<file path="src/rtl/riscv_pkg.sv">
// Shared RV32I core types and constants used by the fetch stage.
package riscv_pkg;

  localparam int XLEN = 32;

  typedef logic [XLEN-1:0] addr_t;
  typedef logic [XLEN-1:0] instr_t;

  // addi x0, x0, 0 -- canonical bubble injected into decode
  localparam instr_t NOP_INSTR        = 32'h0000_0013;
  localparam addr_t  RESET_PC_DEFAULT = 32'h0000_0000;

endpackage : riscv_pkg

</file>
<file path="src/rtl/fetch_stage_if.sv">
// Hazard-control, instruction-memory and decode-side signals of the fetch stage.
interface fetch_stage_if #(
  parameter int DATA_WIDTH = 32,
  parameter int CNT_WIDTH  = 16
);

  logic                  StallF;
  logic                  StallD;
  logic                  FlushD;
  logic                  PCSrcE;
  logic [DATA_WIDTH-1:0] PCTargetE;
  logic [DATA_WIDTH-1:0] InstrF;
  logic [DATA_WIDTH-1:0] PCF;
  logic [DATA_WIDTH-1:0] InstrD;
  logic [DATA_WIDTH-1:0] PCD;
  logic [DATA_WIDTH-1:0] PCPlus4D;
  logic                  ValidD;
  logic [CNT_WIDTH-1:0]  StallCount;
  logic [CNT_WIDTH-1:0]  FlushCount;

  // Fetch stage side: drives the fetch address and the decode register.
  modport master (
    input  StallF, StallD, FlushD, PCSrcE, PCTargetE, InstrF,
    output PCF, InstrD, PCD, PCPlus4D, ValidD, StallCount, FlushCount
  );

  // Environment side: hazard unit, execute stage, instruction memory, decode.
  modport slave (
    output StallF, StallD, FlushD, PCSrcE, PCTargetE, InstrF,
    input  PCF, InstrD, PCD, PCPlus4D, ValidD, StallCount, FlushCount
  );

endinterface : fetch_stage_if

</file>
<file path="src/rtl/pipe_reg.sv">
// Generic pipeline register: sync reset > clear > enable, both forcing CLR_VALUE.
module pipe_reg #(
  parameter int               WIDTH     = 32,
  parameter logic [WIDTH-1:0] CLR_VALUE = '0
) (
  input  logic             clk,
  input  logic             rst,
  input  logic             clr,
  input  logic             en,
  input  logic [WIDTH-1:0] d,
  output logic [WIDTH-1:0] q
);

  // NOTE: sequential state uses non-blocking assignments so every register
  // samples its inputs from before the edge, independent of block ordering.
  always_ff @(posedge clk) begin
    if (rst) begin
      q <= CLR_VALUE;
    end else if (clr) begin
      q <= CLR_VALUE;
    end else if (en) begin
      q <= d;
    end
  end

endmodule : pipe_reg

</file>
<file path="src/rtl/fetch_stage.sv">
// RV32I fetch stage: program counter, IF/ID pipeline register and
// saturating stall/flush event counters.
module fetch_stage
  import riscv_pkg::*;
#(
  parameter int                    DATA_WIDTH = 32,
  parameter logic [DATA_WIDTH-1:0] RESET_PC   = DATA_WIDTH'(RESET_PC_DEFAULT),
  parameter int                    CNT_WIDTH  = 16
) (
  input  logic          clk,
  input  logic          rst,
  fetch_stage_if.master bus
);

  typedef struct packed {
    logic [DATA_WIDTH-1:0] instr;
    logic [DATA_WIDTH-1:0] pc;
    logic [DATA_WIDTH-1:0] pc_plus4;
    logic                  valid;
  } ifid_t;

  localparam ifid_t IFID_BUBBLE = '{
    instr:    DATA_WIDTH'(NOP_INSTR),
    pc:       '0,
    pc_plus4: '0,
    valid:    1'b0
  };

  function automatic logic [CNT_WIDTH-1:0] sat_inc(input logic [CNT_WIDTH-1:0] cnt,
                                                   input logic                 hit);
    return (hit && (cnt != '1)) ? cnt + 1'b1 : cnt;
  endfunction

  logic [DATA_WIDTH-1:0] pc_q;
  logic [DATA_WIDTH-1:0] pc_d;
  logic [DATA_WIDTH-1:0] pc_plus4;
  logic                  pc_en;
  ifid_t                 ifid_d;
  ifid_t                 ifid_q;
  logic [CNT_WIDTH-1:0]  stall_cnt_q;
  logic [CNT_WIDTH-1:0]  stall_cnt_d;
  logic [CNT_WIDTH-1:0]  flush_cnt_q;
  logic [CNT_WIDTH-1:0]  flush_cnt_d;

  // Wraps modulo 2^DATA_WIDTH by construction.
  assign pc_plus4 = pc_q + DATA_WIDTH'(4);

  // A redirect must win over StallF, otherwise a load-use stall that lines
  // up with a taken branch would drop the branch target.
  assign pc_d  = bus.PCSrcE ? bus.PCTargetE : pc_plus4;
  assign pc_en = bus.PCSrcE || !bus.StallF;

  pipe_reg #(
    .WIDTH     (DATA_WIDTH),
    .CLR_VALUE (RESET_PC)
  ) u_pc_reg (
    .clk (clk),
    .rst (rst),
    .clr (1'b0),
    .en  (pc_en),
    .d   (pc_d),
    .q   (pc_q)
  );

  assign ifid_d = '{
    instr:    bus.InstrF,
    pc:       pc_q,
    pc_plus4: pc_plus4,
    valid:    1'b1
  };

  // Flush (clr) has priority over stall (en low), so FlushD+StallD yields a bubble.
  pipe_reg #(
    .WIDTH     ($bits(ifid_t)),
    .CLR_VALUE (IFID_BUBBLE)
  ) u_ifid_reg (
    .clk (clk),
    .rst (rst),
    .clr (bus.FlushD),
    .en  (!bus.StallD),
    .d   (ifid_d),
    .q   (ifid_q)
  );

  // NOTE: every always_comb output gets its default on the first line, so no
  // path through the block can leave it unassigned and infer a latch.
  always_comb begin
    stall_cnt_d = stall_cnt_q;
    flush_cnt_d = flush_cnt_q;
    stall_cnt_d = sat_inc(stall_cnt_q, bus.StallD && !bus.FlushD);
    flush_cnt_d = sat_inc(flush_cnt_q, bus.FlushD);
  end

  always_ff @(posedge clk) begin
    if (rst) begin
      stall_cnt_q <= '0;
      flush_cnt_q <= '0;
    end else begin
      stall_cnt_q <= stall_cnt_d;
      flush_cnt_q <= flush_cnt_d;
    end
  end

  assign bus.PCF        = pc_q;
  assign bus.InstrD     = ifid_q.instr;
  assign bus.PCD        = ifid_q.pc;
  assign bus.PCPlus4D   = ifid_q.pc_plus4;
  assign bus.ValidD     = ifid_q.valid;
  assign bus.StallCount = stall_cnt_q;
  assign bus.FlushCount = flush_cnt_q;

endmodule : fetch_stage

</file>
<file path="src/flat_wrapper.sv">
// flat-port wrapper written by rule: the top's interface ports become plain ports
module fetch_stage_flat import riscv_pkg::*;
#(
  parameter int                    DATA_WIDTH = 32,
  parameter logic [DATA_WIDTH-1:0] RESET_PC   = DATA_WIDTH'(RESET_PC_DEFAULT),
  parameter int                    CNT_WIDTH  = 16
)
  (clk, rst, bus_StallF, bus_StallD, bus_FlushD, bus_PCSrcE, bus_PCTargetE, bus_InstrF, bus_PCF, bus_InstrD, bus_PCD, bus_PCPlus4D, bus_ValidD, bus_StallCount, bus_FlushCount);
  fetch_stage_if #(.DATA_WIDTH(DATA_WIDTH), .CNT_WIDTH(CNT_WIDTH)) bus_i ();
  input  logic clk;
  input  logic rst;
  input wire logic [$bits(bus_i.StallF)-1:0] bus_StallF;
  input wire logic [$bits(bus_i.StallD)-1:0] bus_StallD;
  input wire logic [$bits(bus_i.FlushD)-1:0] bus_FlushD;
  input wire logic [$bits(bus_i.PCSrcE)-1:0] bus_PCSrcE;
  input wire logic [$bits(bus_i.PCTargetE)-1:0] bus_PCTargetE;
  input wire logic [$bits(bus_i.InstrF)-1:0] bus_InstrF;
  output wire logic [$bits(bus_i.PCF)-1:0] bus_PCF;
  output wire logic [$bits(bus_i.InstrD)-1:0] bus_InstrD;
  output wire logic [$bits(bus_i.PCD)-1:0] bus_PCD;
  output wire logic [$bits(bus_i.PCPlus4D)-1:0] bus_PCPlus4D;
  output wire logic [$bits(bus_i.ValidD)-1:0] bus_ValidD;
  output wire logic [$bits(bus_i.StallCount)-1:0] bus_StallCount;
  output wire logic [$bits(bus_i.FlushCount)-1:0] bus_FlushCount;
  assign bus_i.StallF = bus_StallF;
  assign bus_i.StallD = bus_StallD;
  assign bus_i.FlushD = bus_FlushD;
  assign bus_i.PCSrcE = bus_PCSrcE;
  assign bus_i.PCTargetE = bus_PCTargetE;
  assign bus_i.InstrF = bus_InstrF;
  assign bus_PCF = bus_i.PCF;
  assign bus_InstrD = bus_i.InstrD;
  assign bus_PCD = bus_i.PCD;
  assign bus_PCPlus4D = bus_i.PCPlus4D;
  assign bus_ValidD = bus_i.ValidD;
  assign bus_StallCount = bus_i.StallCount;
  assign bus_FlushCount = bus_i.FlushCount;
  fetch_stage #(.DATA_WIDTH(DATA_WIDTH), .RESET_PC(RESET_PC), .CNT_WIDTH(CNT_WIDTH)) u_core (.clk(clk), .rst(rst), .bus(bus_i));
endmodule
</file>
<file path="config.mk">
export PLATFORM = sky130hd
export DESIGN_NAME = fetch_stage_flat
export DESIGN_NICKNAME = d
export VERILOG_FILES = /design/src/rtl/riscv_pkg.sv /design/src/rtl/fetch_stage_if.sv /design/src/rtl/pipe_reg.sv /design/src/rtl/fetch_stage.sv /design/src/flat_wrapper.sv
export SDC_FILE = /design/constraint.sdc
export NUM_CORES = 1
export LEC_CHECK = 0
export CORE_ASPECT_RATIO = 1.25
export CORE_MARGIN = 3
export CORE_UTILIZATION = 47
export CTS_CLUSTER_DIAMETER = 100
export DETAILED_ROUTE_END_ITERATION = 10
export GPL_TIMING_DRIVEN = 1
export PLACE_DENSITY = 0.85
export SLEW_MARGIN = 20
export SYNTH_ARGS = -nofsm -noshare
export SYNTH_HDL_FRONTEND = slang
export SYNTH_HIERARCHICAL = 1
export SYNTH_SLANG_ARGS = --single-unit
export TNS_END_PERCENT = 1
</file>
<file path="constraint.sdc">
create_clock -name clk -period 2.6 [get_ports clk]
set_clock_uncertainty 0.15 [all_clocks]
set_input_delay 0.52 -clock clk [delete_from_list [all_inputs] [get_ports clk]]
set_output_delay 0.52 -clock clk [all_outputs]
set_load 0.02 [all_outputs]
</file>
Word-level counts from Yosys, hierarchy flattened:

Index checks and enable logic that the tools add are counted.

* register bits after elaboration: 161
* bits of input ports: 70
* output and inout port bits: 161

* add/subtract/negate cells: 3
* eq/ne operators: 2
* mux-type cells: 1
* reductions and logical operators: 7

Operator list (number)
* 16-bit by 1-bit adder with 16-bit output (second input constant): 2
* 32-bit by 3-bit adder with 32-bit output (second input constant): 1
* 32-bit 2-to-1 mux: 1
* 16-bit inequality test (second input constant): 2
* 1-bit logical AND: 3
* 1-bit logical NOT: 2
* 2-bit OR reduction: 1
* 1-bit logical OR: 1

Longest topological paths before layout:

Gate-level depths: netlist of the first run.

* depth after elaboration: 3
* depth in mapped cells: 8
* gate-level depth less buffers: 7

Hierarchy:

Netlist of the first run, hierarchy kept.

By module, submodules not included
* pipe_reg (u_core.u_ifid_reg): instances 1, cells an instance 315, area each 3487.1 um^2, sequential area each 1941.9 um^2
* fetch_stage: instances 1, cells an instance 357, area each 2768.9 um^2, sequential area each 640.6 um^2
* pipe_reg (u_core.u_pc_reg): instances 1, cells an instance 105, area each 1156.1 um^2, sequential area each 640.6 um^2

Least setup slack after synthesis of the first run:

Ideal clock, no wire load.

* path kind: register to register
* start: register u_core.u_pc_reg.q[21]
* end: register u_core.u_pc_reg.q[27]
* setup time: 0.115 ns
* arrival: 1.971 ns
* setup slack: 0.364 ns
* stages on the path, launching flop included: 8
* buffers on the path: 1
* cells stage by stage: dfxtp_1 > buf_2 > nand3_1 > or4_1 > or2_1 > a221o_1 > mux2i_1 > nor2_1

* longest elaborated chain between the ends: 2

Ends and longest elaborated chain
* start: declaration: RTL line pipe_reg.sv:11 `output logic [WIDTH-1:0] q`
* start signal: assignment: RTL line pipe_reg.sv:18 `q <= CLR_VALUE;`
* start signal: assignment: RTL line pipe_reg.sv:20 `q <= CLR_VALUE;`
* start signal: assignment: RTL line pipe_reg.sv:22 `q <= d;`
* 32-bit by 3-bit adder with 32-bit output: RTL line fetch_stage.sv:46 `assign pc_plus4 = pc_q + DATA_WIDTH'(4);`
* 32-bit 2-to-1 mux: RTL line fetch_stage.sv:50 `assign pc_d = bus.PCSrcE ? bus.PCTargetE : pc_plus4;`
* net u_core.pc_d[27]: RTL line fetch_stage.sv:35 `logic [DATA_WIDTH-1:0] pc_d;`

The timed path passes the listed nets, and every way through them passes these cells.
A chain may end at the register's enable or synchronous reset.

Final worst setup path of the first run:

* start: register u_core.u_pc_reg.q[3]
* end: register u_core.u_pc_reg.q[28]

The elaborated chain is that of the path after synthesis.

==> results of run 1 <==
-- report_power, final --
group | total [uW] | switching, uW | internal (uW)
Clock | 2340 | 980 | 1360
Combinational | 642 | 305 | 337
Sequential | 2560 | 43.0 | 2520
-- synthesized netlist by cell type, drive strengths merged (2+ instances only) --
| master | n | area (sq um) |
|---|---|---|
| o211ai | 2 | 15.01 |
| or3 | 6 | 37.54 |
| o21ai | 8 | 40.04 |
| xnor2 | 12 | 105.1 |
| or4b | 3 | 37.54 |
| nand4b | 2 | 17.52 |
| nand2b | 6 | 37.54 |
| a31oi | 12 | 75.07 |
| o2111ai | 2 | 17.52 |
| xor2 | 8 | 70.07 |
| ha | 3 | 37.54 |
| or4 | 15 | 112.6 |
| mux2 | 20 | 225.2 |
| buf | 35 | 275.3 |
| nand4 | 21 | 150.2 |
| and3 | 8 | 50.05 |
| o41ai | 2 | 36.29 |
| conb | 2 | 7.510 |
| clkbuf | 10 | 38.78 |
| nand3 | 19 | 95.09 |
| a21oi | 18 | 90.09 |
| inv | 6 | 22.52 |
| nor3 | 11 | 65.06 |
| mux2i | 133 | 1331 |
| o31ai | 15 | 112.6 |
| nor2b | 7 | 43.79 |
| and4 | 11 | 98.84 |
| o31a | 4 | 35.03 |
| nor2 | 154 | 603.1 |
| nor4 | 6 | 37.54 |
| or2 | 6 | 37.54 |
| dfxtp | 161 | 3223 |
| nand2 | 41 | 156.4 |
| a221o | 2 | 20.02 |
-- final timing paths --
kind / slack [ns] / to / depth (start not counted)
max: 0.26 / u_core/u_pc_reg/q[28] / 7
min: 0.33 / u_core/u_ifid_reg/q[69] / 2
max reg2reg: 0.26 / u_core/u_pc_reg/q[28] / 7
min reg2reg: 0.33 / u_core/u_ifid_reg/q[69] / 2
-- logic make-up (layout without fill, tap and decap cells) --
group / count (synthesis) / in the layout / share of synthesized area
compound gates: 68 / 68 / 0.06330
xor+xnor: 20 / 20 / 0.02363
fa+ha+maj: 3 / 3 / 0.005065
buf+inv: 51 / 301 / 0.04541
flops: 161 / 161 / 0.4348
mux: 153 / 153 / 0.2100
other cells: 2 / 2 / 0.001013
simple gates: 319 / 319 / 0.2167
-- routing by layer --
| layer | global-route usage | vias up | routed length [microns] |
|---|---|---|---|
| li1 | - | 3238 | - |
| met2 | 0.4209 | 227 | 10840 |
| met4 | 0.06921 | 0 | 381 |
| met5 | 0 | - | 0 |
| met3 | 0.07361 | 26 | 1384 |
| met1 | 0.2651 | 3142 | 8329 |
-- layout make-up --
cell class	count	area (sq um)	area share
flip-flops and latches	161	3223	0.3056
well taps	208	260.3	0.02468
repair buffers	264	2633	0.2496
clock buffers	21	460.4	0.04366
multi-input cells	565	3857	0.3658
inverters	6	25.02	0.002373
clock inverters	10	87.58	0.008305
-- sequential cells by signal (all words and copies together) (netlist names) --
signal,flops
u_core/bus.StallCount,16
u_core/u_pc_reg/q,32
u_core/bus.FlushCount,16
u_core/u_ifid_reg/q,97
-- per-stage QoR --
step / instances / power [uW] / worst slack [ns] / utilization / hold WS (ns)
floorplan: 777 / 2970 / 0.3643 / - / 0.4135
global placement: 1204 / 3242 / 0.2387 / 0.6577 / 0.3095
detailed placement: 1204 / 3254 / 0.1567 / 0.6577 / 0.3130
CTS: 1235 / 5580 / 0.2759 / 0.6937 / 0.3382
global route: 1235 / 5719 / 0.1266 / 0.6937 / 0.3641
finish: 1235 / 5538 / 0.2569 / 0.6937 / 0.3319
-- worst register-to-register path, stage by stage (launching register included) --
cell,delay [ns]
dfxtp_1,0.39
ha_1,0.23
nand3_1,0.19
nor2_1,0.40
or4b_4,0.52
a31oi_1,0.19
mux2i_1,0.11
nor2_1,0.10
==> metrics.txt, run 1 <==
Final HPWL DP roughly 15000 microns; CTS Buf Count 17; highest clock rate between 400 and 500 MHz; routed wire length 20930 microns; CP required 2.80 ns; P per Cell Area 525.1 nW/um^2; routed len/inst 16.95 microns; Die Y 146.4 microns; most frequent cells in the layout clkdlybuf4s50_1, dfxtp_1, nor2_1; fin crit share 0.9012; Skew-Pair Late Insertion Delay 0.41 ns; Worst-Margin Slew 0.5687 ns; CP Max Fanout 5; Cell Area, Placed between 9000 and 10000 sq um; Syn-to-layout area delta 42.29%; DRT antenna net count 0; Mean Syn Cell Area 9.539 sq um; initial antenna violation count 0; Seq cells post-synth 161; number of synthesized flops with an enable pin 0; share of layout cells above drive strength 1 0.1071; leakage roughly 0.0042 uW; max cap viols 0; vias post-DR 6633; core area ~15000 sq um; Avg Vias per Cell approximately 5.4; asr flop ratio synth 0; # clock sinks around 160; most common cell after layout, fill and taps aside clkdlybuf4s50_1; Setup crit start kind flop; Initial DRC Count around 360; die area ~17000 sq um; Setup Buffers After CTS 0; count of pins over their slew limit 0; CP top delay family simple AND/OR/NAND/NOR gates; Final Hold Fails 0; fillcell total 1142; ant diodes 0; min-delay src u_core/u_ifid_reg/q[69]; CP Capture Type flop; Netlist cell types 52; arrival time worst endpoint 2.54 ns; Final Wtd Congestion a little over 0.9; CTS tree done; synthesized area ~7400 sq um; min cycle time layout 2.343 ns; CTS Buffer Depth 2; Crit-path slowest cell or4b_4; Slew headroom 0.6188; Die X between 100 and 150 microns; design area approximately 11000 sq um; register area share after synthesis 0.4348; setup TNS 0 ns; RR Startpoint u_core/u_pc_reg/q[3]; Yosys warnings 6; All-Layer GR Usage 0.2343; starting density of the core 0.4876; Buffers on Ports 230; Max VDD drop 0.0003321 V; CP Buf/Inv Count 0; vias in the first global route roughly 6400; crit path launch u_core/u_pc_reg/q[3]; RSZ-0062 raised after global routing no; Rows 50; kind of critical path flop to flop; outcome finished, final reports clean; max incr delay on CP between 0.5 and 0.6 ns; Hold Crit Class flop to flop; Root Buffer clkbuf_16; residual DRC count 0; post-CTS sizing 0; most frequent CP cell nor2_1; prevailing post-synth register cell dfxtp_1; H-tree levels 4; first-pass GRT wire length 33220 microns; critical path, cell by cell ha_1, nand3_1, nor2_1, or4b_4, a31oi_1, mux2i_1, nor2_1; layout net count 1088; Worst-path clk slew 0.06 ns; Pre-antenna DRT Iters 5; post-synth net total 850; synthesized instance count slightly below 800; GRT Residual Overflow 0; I/O pins 231; hold buffers post-CTS 0; largest net degree at the start of global routing between 50 and 60; final setup fails 0
Power figures use the tool's default switching activity.
==> inputs of run 2 (changes only) <==
- CORE_UTILIZATION: 47 -> 25
- DONT_BUFFER_PORTS: unset -> 1
- PLACE_DENSITY: 0.85 -> 0.42
==> run 2 against run 1 <==
Setup slack improved by 0.074 ns; design area decreased by 18%; fmax increased by 3.3%; clock power increased by 11%; clock-buffer cell count decreased by 3; largest power group is now the clock network; flip-flop and latch count unchanged; largest cell class unchanged; critical path depth decreased by 1; sequential share of layout area increased by 6.5 points; hold slack got worse by 0.27 ns; first-iteration DRC count decreased by 32%; non-clock buffer count decreased by 204; critical path type unchanged.
==> metrics.txt, run 2 (synthesized netlist as in run 1, its figures left out) <==
Largest regs u_core/u_ifid_reg/q: 97 flops, u_core/u_pc_reg/q: 32 flops; Clk pwr share 0.464 (+0.042); max reg flops 97 (unchanged); CTS tree done; H-tree levels 4 (unchanged); core area 28840 sq um (+90%); All-Layer GR Usage 0.1387 (-0.09560); setup TNS 0 ns (unchanged); Initial DRC Count 242 (-32%); count of pins over their slew limit 0 (unchanged); Hold Crit Class input pin to flop; Setup crit start kind flop; routed wire length 22250 microns (+6.3%); Die Y 198.5 microns (+36%); Buffers on Ports 0 (-100%); Die X 160.0 microns (+35%); Skew-Pair Late Insertion Delay 0.44 ns (+0.03 ns); logic gate share of total power 0.073 (-0.043); Seq pwr share 0.463 (about the same); Worst-Margin Slew 0.5657 ns (-0.002956 ns); CTS Buf Count 17 (unchanged); layout net count 884 (-19%); Final Util 0.3014 (-0.3923); min cycle time layout 2.269 ns (-0.07446 ns); I/O pins 231 (unchanged); Slew headroom 0.6228 (+0.004036); CTS Buffer Depth 2 (unchanged); residual DRC count 0 (unchanged); sw frac 0.2603 (+0.02055); die area 31760 sq um (+83%); outcome finished, final reports clean; most flop-heavy register u_core/u_ifid_reg/q; vias post-DR 5739 (-13%); Syn-to-layout area delta 17.25%; routed len/inst 18.32 microns (+8.1%); arrival time worst endpoint 2.43 ns (-0.11 ns); most frequent cells in the layout dfxtp_1, nor2_1, mux2i_1; # clock sinks 161 (unchanged); Final Hold Fails 0 (unchanged); Max VDD drop 0.0003179 V (-4.3%); initial antenna violation count 0 (unchanged); CP Max Fanout 9 (+4); fin crit share 0.8726 (-0.02864); share of layout cells above drive strength 1 0.1687 (+0.06158); CP Capture Type flop; switching power 1458 uW (+9.8%); Avg Vias per Cell 4.723 (-12%); RSZ-0062 raised after global routing no; vias in the first global route 5588 (-12%); Fin Hold WS 0.05835 ns (-0.2735 ns); Tot Pwr 5602 uW (+1.2%); Root Buffer clkbuf_16; P per Cell Area 644.6 nW/um^2 (+23%); cell-internal power 4144 uW (-1.6%); DRT antenna net count 0 (unchanged); leakage 0.003553 uW (-16%); Final Wtd Congestion 0.7546 (-17%); Final HPWL DP 15810 microns (+5.0%); Worst-path clk slew 0.07 ns (about the same); Rows 69 (+38%); starting density of the core 0.2571 (-0.2305); CP required 2.76 ns (-0.04 ns); post-CTS sizing 0 (unchanged); most common cell after layout, fill and taps aside dfxtp_1; kind of critical path flop to flop; max cap viols 0 (unchanged); largest net degree at the start of global routing 50 (-5.7%); GRT Residual Overflow 0 (unchanged); first-pass GRT wire length 34580 microns (+4.1%); highest clock rate 440.8 MHz (+3.3%); final setup fails 0 (unchanged); Pre-antenna DRT Iters 5 (unchanged)
-- run 2: cell count changes in the layout (fill, tap and decap cells not counted), sizes merged --
cell and delta:
diode +1, clkinv -4, inv +4, clkdlybuf4s50 -230, bufinv +1, clkinvlp +3, clkbuf -3, buf +26
-- run 2: final timing paths --
check	to	cells after the start	slack (ns)	from
min	u_core/u_ifid_reg/q[65]	2	0.06	rst
max	u_core/u_pc_reg/q[27]	6	0.33	u_core/u_pc_reg/q[6]
min reg2reg	u_core/bus.FlushCount[1]	2	0.38	u_core/bus.FlushCount[1]
max reg2reg	u_core/u_pc_reg/q[27]	6	0.33	u_core/u_pc_reg/q[6]
-- run 2: layout make-up --
cell class	count	area, sq um
multi-input cells	565	3857
repair buffers	60	498.0
clock inverters	14	155.1
inverters	6	27.53
diodes	1	2.502
flip-flops and latches	161	3223
fillers	3099	20140
clock buffers	18	439.2
well taps	390	488.0
-- run 2: power groups by stage --
| stage | Clock, uW | Combinational (uW) | Sequential [uW] |
|---|---|---|---|
| final | 2600 | 409 | 2590 |
| after global routing | 2810 | 450 | 2600 |
| after CTS | 2700 | 417 | 2590 |
| after detailed placement | 0 | 407 | 2650 |
| after global placement | 0 | 406 | 2650 |
| after floorplan | 0 | 298 | 2670 |
-- run 2: timing repair --
item,in CTS,in global routing
hold buffers,1,0
setup buffers,0,0
endpoints found under the hold margin,26,0
endpoints found under the setup margin,0,0
-- run 2: worst max-delay path, stage by stage, from the launching register on --
cell	delay, ns
dfxtp_1	0.48
nand4_2	0.22
or4_1	0.55
or2_1	0.26
a221o_1	0.30
mux2i_1	0.14
nor2_1	0.05
-- run 2: stage by stage --
stage,setup slack (ns),instances,cell area (sq um)
2_1_floorplan,0.3643,777,7412
3_3_place_gp,0.3337,1181,8089
3_5_place_dp,0.3175,1181,8089
4_1_cts,0.3139,1214,8693
5_1_grt,0.1792,1214,8688
6_report,0.3314,1215,8691
-- run 2: metal layers --
metal  GRT usage  up-vias  wire length [microns]
met4     0.03987        0                    247
met5           0        -                      0
met3     0.04374       14                   1499
met1      0.1695     2709                   9629
met2      0.2356      178                  10880
li1            -     2838                      -
